File: config.mk
export PLATFORM = sky130hd
export DESIGN_NAME = game_sequencer
export DESIGN_NICKNAME = d
export VERILOG_FILES = /design/src/rtl/game_sequencer.sv
export SDC_FILE = /design/constraint.sdc
export NUM_CORES = 1
export LEC_CHECK = 0
export ABC_AREA = 1
export BUFFER_PORTS_ARGS = -buffer_cell sky130_fd_sc_hd__buf_4
export CAP_MARGIN = 20
export CELL_PAD_IN_SITES_DETAIL_PLACEMENT = 0
export CELL_PAD_IN_SITES_GLOBAL_PLACEMENT = 2
export CORE_ASPECT_RATIO = 2
export CORE_MARGIN = 2
export CORE_UTILIZATION = 35
export DETAILED_ROUTE_END_ITERATION = 12
export PLACE_DENSITY = 0.8
export SYNTH_ARGS = -nofsm -noshare
export SYNTH_HDL_FRONTEND = slang
export SYNTH_SLANG_ARGS = --single-unit
export TNS_END_PERCENT = 30
File: constraint.sdc
create_clock -name clock -period 3.81 [get_ports clock]
set_clock_uncertainty 0.2 [all_clocks]
set_input_delay 0 -clock clock [delete_from_list [all_inputs] [get_ports clock]]
set_output_delay 0 -clock clock [all_outputs]
set_load 0.03 [all_outputs]
File: src/rtl/game_sequencer.sv
// game_sequencer: top-level control FSM for the falling-block game.
//   Counts frame ticks, issues one shift_en or spawn_en per game step, then
//   scans the 16x32 cell display out to the VGA adapter as SCALE x SCALE
//   pixel blocks, and finally checks the datapath collide flag for game over.
//
// Ports:
//   clock, resetn            clock / async active-low reset
//   start                    one-cycle start/restart pulse (IDLE, OVER only)
//   pause                    level, freezes tick counting in WAIT
//   frame_tick               one-cycle pulse per frame
//   collide                  top-row overflow flag, sampled in DRAIN
//   cell_bit                 display bit, valid the cycle after cell_x/cell_y
//   cell_x, cell_y           cell address presented during the scan
//   shift_en, spawn_en       one-cycle step commands
//   plot, x, y, colour       VGA write port
//   busy, game_over          status
//
// Optional feature (macro CLEAR_ON_START_EN): start enters CLEAR, a full scan
// painting every pixel BG_COLOUR, followed by its own drain cycle, then WAIT.
module game_sequencer #(
  parameter int         TICKS_PER_STEP  = 16,
  parameter int         STEPS_PER_SPAWN = 16,
  parameter int         SCALE           = 2,
  parameter logic [2:0] FG_COLOUR       = 3'b010,
  parameter logic [2:0] BG_COLOUR       = 3'b001
) (
  input  logic       clock,
  input  logic       resetn,
  input  logic       start,
  input  logic       pause,
  input  logic       frame_tick,
  input  logic       collide,
  input  logic       cell_bit,
  output logic [3:0] cell_x,
  output logic [4:0] cell_y,
  output logic       shift_en,
  output logic       spawn_en,
  output logic       plot,
  output logic [7:0] x,
  output logic [6:0] y,
  output logic [2:0] colour,
  output logic       busy,
  output logic       game_over
);

  localparam int TW = (TICKS_PER_STEP  > 1) ? $clog2(TICKS_PER_STEP)  : 1;
  localparam int SW = (STEPS_PER_SPAWN > 1) ? $clog2(STEPS_PER_SPAWN) : 1;
  localparam logic [TW-1:0] TLAST = TW'(TICKS_PER_STEP - 1);
  localparam logic [SW-1:0] SLAST = SW'(STEPS_PER_SPAWN - 1);
  localparam logic [1:0]    KLAST = 2'(SCALE - 1);

  typedef enum logic [3:0] {
    S_IDLE, S_WAIT, S_SHIFT, S_SPAWN, S_DRAW, S_DRAIN, S_OVER
`ifdef CLEAR_ON_START_EN
    , S_CLEAR, S_CDRAIN
`endif
  } state_t;

`ifdef CLEAR_ON_START_EN
  localparam state_t START_ST = S_CLEAR;
`else
  localparam state_t START_ST = S_WAIT;
`endif

  state_t        state_q, state_d;
  logic [TW-1:0] tick_q, tick_d;
  logic [SW-1:0] step_q, step_d;
  logic          pend_q, pend_d;
  logic [3:0]    cx_q, cx_d;
  logic [1:0]    sx_q, sx_d;
  logic [4:0]    cy_q, cy_d;
  logic [1:0]    sy_q, sy_d;
  logic          plot_q, plot_d;
  logic [7:0]    x_q, x_d;
  logic [6:0]    y_q, y_d;
  logic          clr_q, clr_d;
  logic [2:0]    col_q;
  logic          scan, scan_last;

  assign scan_last = (sy_q == KLAST) && (cy_q == 5'd31) &&
                     (sx_q == KLAST) && (cx_q == 4'd15);

  always_comb begin
    state_d   = state_q;
    tick_d    = tick_q;
    step_d    = step_q;
    pend_d    = pend_q;
    cx_d      = cx_q;
    sx_d      = sx_q;
    cy_d      = cy_q;
    sy_d      = sy_q;
    plot_d    = 1'b0;
    x_d       = x_q;
    y_d       = y_q;
    clr_d     = clr_q;
    scan      = 1'b0;
    shift_en  = 1'b0;
    spawn_en  = 1'b0;
    busy      = 1'b0;
    game_over = 1'b0;

    // A tick arriving while the step/scan machinery is busy is remembered
    // (1 deep) so no frame is silently dropped between steps.
    if (frame_tick && state_q != S_IDLE && state_q != S_WAIT && state_q != S_OVER)
      pend_d = 1'b1;

    case (state_q)
      S_IDLE: begin
        if (start) begin
          state_d = START_ST;
          tick_d  = '0;
          step_d  = '0;
          pend_d  = 1'b0;
        end
      end
      S_WAIT: begin
        if ((frame_tick || pend_q) && !pause) begin
          pend_d = 1'b0;
          if (tick_q == TLAST) begin
            tick_d  = '0;
            state_d = (step_q == SLAST) ? S_SPAWN : S_SHIFT;
          end else begin
            tick_d = tick_q + TW'(1);
          end
        end
      end
      S_SHIFT: begin
        shift_en = 1'b1;
        busy     = 1'b1;
        step_d   = step_q + SW'(1);
        state_d  = S_DRAW;
      end
      S_SPAWN: begin
        spawn_en = 1'b1;
        busy     = 1'b1;
        step_d   = '0;
        state_d  = S_DRAW;
      end
      S_DRAW: begin
        busy = 1'b1;
        scan = 1'b1;
        if (scan_last) state_d = S_DRAIN;
      end
      S_DRAIN: begin
        // Final plot leaves the output register this cycle.
        busy    = 1'b1;
        state_d = collide ? S_OVER : S_WAIT;
      end
      S_OVER: begin
        game_over = 1'b1;
        if (start) begin
          state_d = START_ST;
          tick_d  = '0;
          step_d  = '0;
          pend_d  = 1'b0;
        end
      end
`ifdef CLEAR_ON_START_EN
      S_CLEAR: begin
        busy = 1'b1;
        scan = 1'b1;
        if (scan_last) state_d = S_CDRAIN;
      end
      S_CDRAIN: begin
        busy    = 1'b1;
        state_d = S_WAIT;
      end
`endif
      default: state_d = S_IDLE;
    endcase

    // Scan order, outermost first: cx, sx, cy, sy. Counters wrap to 0 on the
    // last address so the next scan starts clean.
    if (scan) begin
      plot_d = 1'b1;
      x_d    = 8'(cx_q) * 8'(SCALE) + 8'(sx_q);
      y_d    = 7'(cy_q) * 7'(SCALE) + 7'(sy_q);
`ifdef CLEAR_ON_START_EN
      clr_d  = (state_q == S_CLEAR);
`else
      clr_d  = 1'b0;
`endif
      sy_d = (sy_q == KLAST) ? 2'd0 : sy_q + 2'd1;
      if (sy_q == KLAST) begin
        cy_d = (cy_q == 5'd31) ? 5'd0 : cy_q + 5'd1;
        if (cy_q == 5'd31) begin
          sx_d = (sx_q == KLAST) ? 2'd0 : sx_q + 2'd1;
          if (sx_q == KLAST)
            cx_d = (cx_q == 4'd15) ? 4'd0 : cx_q + 4'd1;
        end
      end
    end
  end

  // cell_bit answers the previous cycle's address, so it lines up with the
  // registered plot/x/y stage; colour is resolved here and held afterwards.
  always_comb begin
    colour = col_q;
    if (plot_q) colour = (clr_q || !cell_bit) ? BG_COLOUR : FG_COLOUR;
  end

  assign plot   = plot_q;
  assign x      = x_q;
  assign y      = y_q;
  assign cell_x = cx_q;
  assign cell_y = cy_q;

  always_ff @(posedge clock or negedge resetn) begin
    if (!resetn) begin
      state_q <= S_IDLE;
      tick_q  <= '0;
      step_q  <= '0;
      pend_q  <= 1'b0;
      cx_q    <= '0;
      sx_q    <= '0;
      cy_q    <= '0;
      sy_q    <= '0;
      plot_q  <= 1'b0;
      x_q     <= '0;
      y_q     <= '0;
      clr_q   <= 1'b0;
      col_q   <= '0;
    end else begin
      state_q <= state_d;
      tick_q  <= tick_d;
      step_q  <= step_d;
      pend_q  <= pend_d;
      cx_q    <= cx_d;
      sx_q    <= sx_d;
      cy_q    <= cy_d;
      sy_q    <= sy_d;
      plot_q  <= plot_d;
      x_q     <= x_d;
      y_q     <= y_d;
      clr_q   <= clr_d;
      col_q   <= colour;
    end
  end

endmodule
==> metrics.cfg, run 1 <==
[pwr]
p_leak_nw = 1.50
pwr-share-comb = 0.428
sw_frac_of_total = 0.422
ir_worst_vdd_mv = 0.382
internal_power_mw = 1.15
power_frac_clock = 0.235
power_frac_seq = 0.337
power.density_mw_per_mm2 = 726
power_switching_uw = 843

[critical_path]
crit_fanout = 5
cp-start-kind = register
required_ns = 3.83
cp.arrival_ns = 2.55
worstSetupPathType = register to register
cp-end-kind = register

[yosys]
synthCells = 262
seq_area_frac_synth = 0.480
synth_edf_count = 0
synth_ff_type = dfrtp_1
async_flop_share = 1.00
synth_area_sq_mm = 0.00219
synth_top_area_share = 0.480
ys.warnings.count = 0
synth_cell_type_count = 29
syn_avg_cell_area_sq_um = 8.35
ys_seq_elements = 42
yosys.area.top_type = dfrtp_1
synthTopCellsByArea = dfrtp_1 48%, nand2_1 14%, ha_1 5.7%

[floorplanning]
start_util = 0.364
pin_count = 39
fp.dieH_um = 116
die_w_um = 59.9
dieArea_sq_mm = 0.00694
rows = 40
core-area_sq_mm = 0.00601

[timing]
post-route-period-util = 0.664
relSlewSlack = 0.626
fin_setup_tns_ns = 0
final.setup.worst_slack_ns = 1.28
slew_violations = 0
hold_violations = 0
fin_crit_ns = 2.53
worst_slew_pin_slew_ns = 0.561
fmax_mhz = 395
setup_viol = 0
rsz0062_at_grt = no

[drt]
via_count = 1795
routedWlPerCell_um = 13.5
ant_nets = 0
drt_iter0_drc = 60
topRoutingLayerUsed = met4
wl_um = 5020
wl_met1_um = 2000
via_per_inst = 4.83
wl_met3_um = 87
drc = 0
wl_met2_um = 2840
drt_pre_antenna_iters = 4

[clocking]
cts_hold_buf = 8
clock_sinks = 42
h-tree-depth = 2
ctsResizeCount = 0
cts_tree = built
clock_latency_ns = 0.28
cts_root_buffer = clkbuf_16
cts-buffers-inserted = 5
path_clk_slew_ns = 0.06
clk_path_buf_depth = 2
post_cts_buffers = 0

[place]
placed_cells = 356
dp_slack_ns = 1.80
numPortBuffers = 36
dp_hpwl_um = 3690
gp_congestion = 0.781

[run]
drv_cap = 0

[finish]
final_common_cell = nand2_1
fin_nets = 325
nFillCells = 626
area_growth_pct = 25.7
antenna_cells = 0
ff_latch_area_sq_mm = 0.00105
layout_common_cells = 81 x nand2_1, 42 x dfrtp_1, 36 x buf_4
drive_gt1_frac = 0.194
fin_util = 0.458
fin_cells = 372
multi_input_area_sq_mm = 0.00101

[global_route]
grt_max_degree = 43
grt_use_total = 0.162
antenna_found_initial = 0
grt_pass1_wl_um = 8460
overflow = 0
grt_pass1_vias = 1824

[min_path]
hp-class = input port to asynchronous set/reset pin

[status]
run_status = finished clean

path summary, 6_finish.rpt:
check	from	end	slack [ns]	cells after the start
min reg2reg	col_q[2]	col_q[2]	0.28	2
max reg2reg	cell_y[0]	state_q[0]	1.28	10
min in group clock	col_q[2]	col_q[2]	0.28	2
max in group asynchronous	resetn	step_q[1]	2.97	2
min	resetn	x[4]	0.06	2
max	cell_y[0]	state_q[0]	1.28	10
cell type report:
type / instances / area share
tap: 63 / 0.0287
inverter: 25 / 0.0346
timing repair buffer: 44 / 0.127
sequential: 42 / 0.382
clock buffer: 8 / 0.0605
multi-input combinational: 190 / 0.367
power by group through the flow:
stage | logic, mW | registers, mW | clock network, mW
after floorplan | 0.536 | 0.726 | 0
after global placement | 0.844 | 0.677 | 0
after detailed placement | 0.844 | 0.679 | 0
after CTS | 0.872 | 0.673 | 0.480
after global routing | 0.953 | 0.693 | 0.499
final | 0.854 | 0.672 | 0.470
cell families (layout without fill, tap and decap cells):
kind of cell	Yosys count	in the layout	share of synthesized area
compound gates	25	25	0.0629
xor+xnor	10	10	0.0400
fa+ha+maj	10	10	0.0572
buf+inv	31	77	0.0606
flops	42	42	0.480
other cells	1	2	0.00171
simple gates	143	143	0.297
metrics by stage:
stage | area [sq um] | hold WS [ns] | total power, mW
6_report | 2750 | 0.0554 | 2.00
5_1_grt | 2750 | 0.119 | 2.15
4_1_cts | 2750 | 0.0798 | 2.02
3_5_place_dp | 2500 | -0.159 | 1.52
3_3_place_gp | 2500 | -0.162 | 1.52
2_1_floorplan | 2190 | -0.496 | 1.26
synthesized netlist by cell type (4+ instances only):
master / count
nor2_1: 24
o21ai_0: 15
xnor2_1: 5
nand2_2: 4
nand4_1: 6
xor2_1: 5
inv_1: 21
nand2_1: 81
dfrtp_1: 42
nand3_1: 18
ha_1: 10
metal layers:
metal / GRT usage / up-vias
li1: - / 924
met1: 0.175 / 844
met2: 0.297 / 23
met3: 0.0234 / 4
met4: 0.0741 / 0
met5: 0 / -
registers in the layout, indices dropped and copies added (netlist names):
register / count
cell_x: 4
sx_q: 2
tick_q: 4
sy_q: 2
cell_y: 5
col_q: 3
step_q: 4
pend_q: 1
plot: 1
y: 7
state_q: 3
x: 6
critical path, cell delays in order, from the launching register on:
cell and delay [ns]:
dfrtp_1 0.43, ha_1 0.21, and3_1 0.16, ha_1 0.22, nand2_1 0.09, nor2_1 0.21, nand2_1 0.08, nand2_1 0.12
nand2_1 0.07, o21ai_0 0.12, dlygate4sd3_1 0.55
Note: power is estimated with default switching activity, not from simulation.
==> inputs of run 2 (changes only) <==
- CORE_UTILIZATION: 35 -> 29
- PLACE_DENSITY: 0.8 -> 0.7
- clock period: 3.81 -> 2.31 ns (I/O delays scaled with it)
==> run 2 against run 1 <==
Effect of this change:
- first-iteration DRC count is 10% lower
- fmax increased by 24%
- global-route usage decreased by 2.8 points
- worst hold slack got worse by 0.011 ns
- worst setup slack got worse by 1.0 ns
- combinational power increased by 63%
- final area increased by 0.45%
- largest cell class unchanged
- largest power group unchanged
- highest routed layer unchanged
==> metrics.cfg, run 2 (synthesis gave the netlist of run 1 again) <==
[floorplanning]
pin_count = 39
core-area_sq_mm = 0.00727
dieArea_sq_mm = 0.00830
rows = 44
start_util = 0.301
fp.dieH_um = 127
die_w_um = 65.4

[finish]
drive_gt1_frac = 0.197
antenna_cells = 0
ff_latch_area_sq_mm = 0.00105
fin_util = 0.380
multi_input_area_sq_mm = 0.00101
final_common_cell = nand2_1
largest_reg_flops = 7
area_growth_pct = 26.2
fin_nets = 325
nFillCells = 792
layout_common_cells = 81 x nand2_1, 42 x dfrtp_1, 38 x buf_4

[drt]
ant_nets = 0
via_count = 1811
drc = 0
wl_um = 5070
via_per_inst = 4.52
drt_iter0_drc = 54
routedWlPerCell_um = 12.6
drt_pre_antenna_iters = 4

[critical_path]
crit_fanout = 5
r2r-start = cell_y[1]
worstSetupPathType = register to register
required_ns = 2.29
cp-start-kind = register
cp.arrival_ns = 2.02
rr_endpoint = state_q[2]
cp-end-kind = register
reg2reg_setup_slack_ns = 0.27
reg2reg_depth = 10

[timing]
fin_setup_tns_ns = 0
rsz0062_at_grt = no
setup_viol = 0
worst_slew_pin_slew_ns = 0.555
hold_violations = 0
final.setup.worst_slack_ns = 0.270
fin_crit_ns = 2.04
whs_ns = 0.0444
relSlewSlack = 0.630
slew_violations = 0
post-route-period-util = 0.883
fmax_mhz = 490

[pwr]
power_frac_seq = 0.344
power_switching_mw = 1.37
sw_frac_of_total = 0.430
power_frac_clock = 0.222
pwr-share-comb = 0.434
p_leak_nw = 1.49
internal_power_mw = 1.82
power.density_mw_per_mm2 = 1160
ir_worst_vdd_mv = 0.479

[place]
gp_congestion = 0.779
dp_hpwl_um = 3800
dp_slack_ns = 0.280
numPortBuffers = 36

[global_route]
grt_pass1_vias = 1743
grt_use_met3 = 0.0293
grt_use_total = 0.134
overflow = 0
grt_pass1_wl_um = 8340
met1_usage = 0.128
grt.busiest_layer = met2
grt_max_degree = 43
antenna_found_initial = 0
use_met2 = 0.259

[run]
drv_cap = 0

[clocking]
cts_root_buffer = clkbuf_16
cts-buffers-inserted = 5
clock_sinks = 42
post_cts_buffers = 0
clock_latency_ns = 0.28
cts_tree = built
clk_path_buf_depth = 2
h-tree-depth = 2
path_clk_slew_ns = 0.06

[min_path]
hp-class = input port to asynchronous set/reset pin

[status]
run_status = finished clean

## run 2: cell count changes in the layout (fill, tap and decap cells not counted), sizes merged
cell,change
clkinv,+1
buf,+2
clkbuf,-1
dlygate4sd3,-2
## run 2: repair_timing
item | 4_1_cts | 5_1_grt
gates resized for setup | 0 | 0
endpoints found under the hold margin | 48 | 0
hold buffers | 6 | 0
## run 2: area by class of cell
type,count,area share
repair buffers,44,0.125
clock buffers,7,0.0516
inverters,25,0.0344
flip-flops and latches,42,0.380
multi-input cells,190,0.365
well taps,92,0.0417
clock inverters,1,0.00181
## run 2: critical path, stage by stage, from the launching register on
cell     delay (ns)
dfrtp_1        0.42
ha_1           0.20
and3_1         0.16
ha_1           0.21
nand2_1        0.08
nor2_1         0.22
nand2_1        0.09
nand2_1        0.12
nand3_1        0.10
nand2_1        0.07
nand2_1        0.05
## run 2: power by group through the flow
stage               clock (mW)  combinational, mW  sequential (mW)
floorplan                    0              0.884             1.20
CTS                      0.745               1.43             1.11
finish                   0.710               1.39             1.10
global route             0.766               1.57             1.13
detailed placement           0               1.42             1.12
global placement             0               1.43             1.12
## run 2: stage by stage
stage / power [mW] / instance area (sq um) / instances
final: 3.20 / 2760 / 401
after global routing: 3.47 / 2760 / 401
after CTS: 3.29 / 2760 / 401
after detailed placement: 2.54 / 2550 / 387
after global placement: 2.55 / 2550 / 387
after floorplan: 2.08 / 2190 / 263
## run 2: layer usage
metal | vias to the layer above | wire, um
met5 | - | 0
met4 | 0 | 97
met3 | 8 | 141
met2 | 28 | 2990
met1 | 847 | 1850
li1 | 928 | -
## run 2: worst max path at each step
stage	startpoint	endpoint	slack, ns	cells after the start
6_report	cell_y[1]	state_q[2]	0.27	10
4_1_cts	cell_y[1]	state_q[2]	0.26	10
2_1_floorplan	cell_y[1]	state_q[1]	0.25	10
3_5_place_dp	cell_y[1]	state_q[2]	0.28	10
3_3_place_gp	cell_y[0]	state_q[2]	0.32	10
5_1_grt	cell_y[0]	state_q[2]	0.05	10
